**config.mk**
```make
export PLATFORM = sky130hd
export DESIGN_NAME = regfile_sb_param
export DESIGN_NICKNAME = d
export VERILOG_FILES = /design/src/rtl/regfile_sb_param.sv
export SDC_FILE = /design/constraint.sdc
export NUM_CORES = 2
export LEC_CHECK = 0
export BUFFER_PORTS_ARGS = -buffer_cell sky130_fd_sc_hd__buf_2
export CAP_MARGIN = 5
export CORE_MARGIN = 3
export CORE_UTILIZATION = 40
export CTS_BUF_LIST = sky130_fd_sc_hd__clkbuf_16
export DETAILED_ROUTE_END_ITERATION = 16
export SLEW_MARGIN = 25
export SYNTH_ARGS = -nofsm -noshare
export SYNTH_HDL_FRONTEND = slang
export SYNTH_SLANG_ARGS = --single-unit
```
**constraint.sdc**
```tcl
create_clock -name clk -period 3.1 [get_ports clk]
set_input_delay 0.155 -clock clk [delete_from_list [all_inputs] [get_ports clk]]
set_output_delay 0.155 -clock clk [all_outputs]
set_load 0.005 [all_outputs]
```
**src/rtl/regfile_sb_param.sv**
```systemverilog
// Parametrised register file with N read ports, one write-back port and a per-register
// pending scoreboard. The state edge is selectable, and read ports can forward write-back data.

module regfile_rd_lane #(
    parameter int XLEN   = 32,
    parameter int NREGS  = 32,
    parameter int AW     = 5,
    parameter int BYPASS = 1
) (
    input  logic [NREGS-1:0][XLEN-1:0] regs,
    input  logic [NREGS-1:0]           pend,
    input  logic [AW-1:0]              addr,
    input  logic                       wb_ok,
    input  logic [AW-1:0]              wb_addr,
    input  logic [XLEN-1:0]            wb_data,
    output logic [XLEN-1:0]            data,
    output logic                       busy
);
    always_comb begin
        data = regs[addr];
        busy = pend[addr];
        if (addr == '0) begin
            data = '0;
            busy = 1'b0;
        end else if ((BYPASS != 0) && wb_ok && (wb_addr == addr)) begin
            // Same-cycle reservations are deliberately not forwarded; only the write is.
            data = wb_data;
            busy = 1'b0;
        end
    end
endmodule

module regfile_sb_param #(
    parameter int  XLEN       = 32,
    parameter int  NREGS      = 32,
    parameter int  NREAD      = 2,
    parameter int  BYPASS     = 1,
    parameter int  WR_NEGEDGE = 1,
    localparam int AW         = $clog2(NREGS)
) (
    input  logic                  clk,
    input  logic                  rst,
    input  logic [NREAD*AW-1:0]   rd_addr,
    output logic [NREAD*XLEN-1:0] rd_data,
    output logic [NREAD-1:0]      rd_busy,
    input  logic                  wb_en,
    input  logic [AW-1:0]         wb_addr,
    input  logic [XLEN-1:0]       wb_data,
    input  logic                  rsv_en,
    input  logic [AW-1:0]         rsv_addr,
    input  logic                  flush,
    output logic [AW:0]           pend_cnt
);
    logic [NREGS-1:0][XLEN-1:0] regs_q, regs_d;
    logic [NREGS-1:0]           pend_q, pend_d;
    logic [AW:0]                cnt_q, cnt_d;
    logic                       wb_ok, rsv_ok;

    assign wb_ok  = wb_en && (wb_addr != '0);
    assign rsv_ok = rsv_en && (rsv_addr != '0);

    // Order matters: flush, then write-back clears, then reserve sets (new producer wins).
    always_comb begin
        regs_d = regs_q;
        pend_d = flush ? '0 : pend_q;
        cnt_d  = flush ? '0 : cnt_q;
        if (wb_ok) begin
            regs_d[wb_addr] = wb_data;
            if (pend_d[wb_addr]) begin
                pend_d[wb_addr] = 1'b0;
                cnt_d           = cnt_d - (AW+1)'(1);
            end
        end
        if (rsv_ok && !pend_d[rsv_addr]) begin
            pend_d[rsv_addr] = 1'b1;
            cnt_d            = cnt_d + (AW+1)'(1);
        end
    end

    generate
        if (WR_NEGEDGE != 0) begin : g_neg
            always_ff @(negedge clk or negedge rst) begin
                if (!rst) begin
                    regs_q <= '0;
                    pend_q <= '0;
                    cnt_q  <= '0;
                end else begin
                    regs_q <= regs_d;
                    pend_q <= pend_d;
                    cnt_q  <= cnt_d;
                end
            end
        end else begin : g_pos
            always_ff @(posedge clk or negedge rst) begin
                if (!rst) begin
                    regs_q <= '0;
                    pend_q <= '0;
                    cnt_q  <= '0;
                end else begin
                    regs_q <= regs_d;
                    pend_q <= pend_d;
                    cnt_q  <= cnt_d;
                end
            end
        end
    endgenerate

    assign pend_cnt = cnt_q;

    generate
        for (genvar p = 0; p < NREAD; p++) begin : g_rd
            regfile_rd_lane #(
                .XLEN  (XLEN),
                .NREGS (NREGS),
                .AW    (AW),
                .BYPASS(BYPASS)
            ) u_lane (
                .regs   (regs_q),
                .pend   (pend_q),
                .addr   (rd_addr[p*AW +: AW]),
                .wb_ok  (wb_ok),
                .wb_addr(wb_addr),
                .wb_data(wb_data),
                .data   (rd_data[p*XLEN +: XLEN]),
                .busy   (rd_busy[p])
            );
        end
    endgenerate
endmodule
```
Yosys cells after proc, flatten, opt, wreduce, memory -nomap -nowiden
Index checks and enable logic that the tools add are counted.
{ "totals": {"word_cells": 94, "reg_bits": 1062, "out_inout_bits": 72, "inputBits": 57} }
{ "classes": {"muxes": 35, "n_reduce_logical": 12, "addsub": 2, "order_cmp": 6, "n_eq_ne": 2, "n_bitwise": 3} }
{ "op_table": {"columns": ["operator", "count"], "rows": [
  ["$bwmux 1024", 1],
  ["$mux 32", 11],
  ["$bmux 32 s5", 2],
  ["$demux 32 s5", 1],
  ["$and 32x32->32", 1],
  ["$not 32->32", 1],
  ["$or 32x32->32", 1],
  ["$lt 5x6->1 const B", 4],
  ["$mux 6", 4],
  ["$bmux 1 s5", 4],
  ["$demux 1 s5", 2],
  ["$eq 5x5->1", 2],
  ["$ge 5x1->1 const B", 2],
  ["$logic_not 5->1", 2],
  ["$mux 1", 10],
  ["$reduce_bool 5->1", 2],
  ["$logic_and 1x1->1", 7],
  ["$add 6x1->6 const B", 1],
  ["$sub 6x1->6 const B", 1],
  ["$logic_not 1->1", 1]
]} }

Logic depth before layout (Yosys ltp)
{ "depth": {"depth_word": 13, "ltp_mapped": 17, "depth_no_buf": 11} }

Hierarchy
A second synthesis with hierarchy kept.
{ "hier_totals": {"hier_cells": 4255, "area_unflattened_um2": 58557.4} }
{ "by_module_without_submodules": {"columns": ["module", "cells_per_inst", "seq_area_each_um2", "area_each_um2", "n_inst"], "rows": [
  ["regfile_sb_param", 2655, 26575.5, 40567.7, 1],
  ["regfile_rd_lane", 800, 0.0, 8994.9, 2]
]} }

==> results.ini <==
[die]
die-area_um2=148200
die_w_um=384.9
start_util_pct=40.42
row_count=138
fp.dieH_um=384.9
coreArea_um2=142100
io_pins=129

[cells_and_area]
nFillCells=11910
fin_area_um2=70650
drive_gt1_share_pct=66.10
syn2layout_area_growth_pct=23.02
nets=4126
postLayoutCoreUtil_pct=49.72

[sta]
relSlewSlack_pct=42.21
setup_viol=110
finClkSkew_ns=0.005806
fin_ws_ns=-1.317
drv_slew=0
worst_pin_slew_ns=0.8668
hold_violations=0
grt_setup_unrepaired=yes

[clocking]
cts_tree=built
worstSkewPairLatency_ns=0.67
clk_path_buf_depth=3
cts.reportedPaths.clkPinSlew_ns=0.04
numClockSinks=1062
htreeDepth=3
numCtsBuffers=115
cts-root-buf=clkbuf_16

[synth]
ys_ff_latch=1062
synth_area_um2=57430
postSynthAreaPerCell_um2=15.68
synth_cells=3664
ys_warn_count=0
synth_edf_count=0
yosysTopAreaCellShare_pct=46.27
ys_seq_area_share_pct=46.27
synth_top_cell_by_area=dfrtn_1
synth_async_sr_flop_share_pct=100.0
synth_area_leaders=dfrtn_1 (46%), mux4_2 (25%), mux2_2 (19%)
ys.flop_type=dfrtn_1
yosysUniqueCellTypes=47
syn_nets=3723

[routing]
wl_per_cell_um=30.35
initialDrtViolationCount=2808
drc_errors=0
num_vias=36800
drtAntennaViolNets=0
drtPass1Iterations=5
vias_per_cell=6.079
routed_wl_mm=183.7

[critical_path]
cp-end-kind=flop
worst-path-buf-inv=4
cp_slowest_cell=or4_4
criticalPathCategory=in -> reg
critPathMaxStageDelay_ns=0.58
r2r_slack_ns=-0.62
critPathRequiredTime_ns=2.05
reg2regPathDepth=15
startpoint_type=input port
cp_num_cells=15
path_max_fanout=9
cp_cell_sequence=buf_8, or2_4, o22ai_2, o22ai_1, or4_4, buf_12, o31ai_2, o22ai_2, o21bai_1, nand4_1, or4_4, buf_6, buf_4, nor4_4, xnor2_1
critPathTopFamily=simple AND/OR/NAND/NOR gates
worstPathArrival_ns=3.37

[outcome]
outcome=finished with violations
violations=setup timing

[placed_design]
gp_congestion=0.9210
portBuffers=128
placed_area_um2=64860
hpwl_mm=111.3

[pwr]
peakVddDrop_mv=0.4658
fin_total_pwr_mw=42.63
leakage_nw=30.45
powerDensity_nw_per_um2=603.3

[global_route]
antenna_found_initial=7
grt_util_all_layers_pct=25.07
grt_start_max_net_pins=93
grt_pass1_vias=38960
grt-ovfl-total=0
grt_pass1_wl_mm=271.2

[hold_path]
hold_depth=0
hold_path_class=reg -> reg

[run]
maxCapViolCount=0

## registers in the layout, summed over array words and instances, names as in the netlist
| register | count |
|---|---|
| pend_cnt | 6 |
| pend_q | 32 |
| regs_q | 1024 |
## placed cells by master (no fill, tap or decap), types with 12 or more instances in the layout
master	n
dfrtn_1	1062
mux2_2	893
mux4_2	638
buf_4	449
clkbuf_16	117
buf_2	109
buf_12	106
mux2_4	100
nor2_1	73
mux2i_1	71
a211oi_2	56
clkinv_1	39
buf_6	38
o22ai_2	37
inv_1	25
mux2i_2	23
nor2_4	20
a211oi_1	19
nand2_4	17
mux2i_4	15
o22ai_1	15
nor2b_1	14
a211oi_4	14
nand2_1	13
clkinv_2	13
bufinv_16	12
## kinds of logic (layout without fill, tap and decap cells)
group | Yosys count | count (layout) | share of synthesized area, %
AO/OA/AOI/OAI | 204 | 204 | 2.429
XOR/XNOR | 18 | 18 | 0.2745
adder cells (fa/ha/maj) | 2 | 2 | 0.04356
buffers and inverters | 439 | 937 | 2.974
flip-flops | 1062 | 1062 | 46.27
multiplexers | 1740 | 1740 | 46.39
other | 0 | 2 | 0
AND/OR/NAND/NOR | 199 | 199 | 1.621
## repair_timing
action                     4_1_cts  5_1_grt
gates cloned                     4        0
setup endpoints to repair      525      165
hold endpoints to repair         0        0
hold buffers                     0        0
pin swaps                       91       30
gates resized for setup        237       93
setup buffers                   45       20
## per-layer routing
layer	GRT usage, %	wire (um)	share of wire, %
met1	34.17	77200	42
met5	0	11	0.0060
met2	41.15	89250	49
met4	7.844	6888	3.7
met3	4.219	10390	5.7
## path summary, 6_finish.rpt
kind	startpoint	to
min in group asynchronous	rst	regs_q[812]$_DFFE_NN0P_
max reg2reg	pend_q[28]$_DFF_NN0_	pend_cnt[4]$_DFF_NN0_
min	regs_q[25]$_DFFE_NN0P_	regs_q[25]$_DFFE_NN0P_
max	flush	pend_cnt[4]$_DFF_NN0_
max in group asynchronous	rst	regs_q[379]$_DFFE_NN0P_
min reg2reg	regs_q[25]$_DFFE_NN0P_	regs_q[25]$_DFFE_NN0P_
## through the flow
stage                     setup slack (ns)  instances  setup TNS, ns  hold WS [ns]
after floorplan                     -1.734       3664        -159.36        0.4019
after global placement              -2.236       5780        -845.71        0.3359
after detailed placement            -2.312       5781        -852.35        0.3425
after CTS                           -1.269       6036        -113.23        0.3426
after global routing                -1.404       6052        -120.60        0.3508
final                               -1.317       6054        -113.27        0.3397
## report_power, final
| group | total [mW] | switching, mW | internal (mW) |
|---|---|---|---|
| sequential | 18.4 | 1.74 | 16.7 |
| combinational | 10.5 | 3.86 | 6.64 |
| clock | 13.7 | 5.88 | 7.79 |
| total | 42.6 | 11.5 | 31.1 |
## cell usage after synthesis, drive strengths merged, types with 17 or more instances
cell and instances:
nor2b 17, nor2 98, mux2i 109, mux4 638
o22ai 52, dfrtn 1062, buf 133, clkbuf 301
a211oi 89, nand2 30, o21ai 21, mux2 993
## layout make-up
type / instances / area, um^2 / share of cell area (%)
Multi-Input combinational cell: 2163 / 31210 / 44.18
Sequential cell: 1062 / 26580 / 37.61
Timing Repair Buffer: 720 / 6782 / 9.598
Clock buffer: 117 / 2928 / 4.144
Tap cell: 1890 / 2365 / 3.347
Clock inverter: 95 / 768.2 / 1.087
Inverter: 5 / 18.77 / 0.02656
Antenna cell: 2 / 5.005 / 0.007084
No activity file was read; power rests on OpenSTA's default activity.
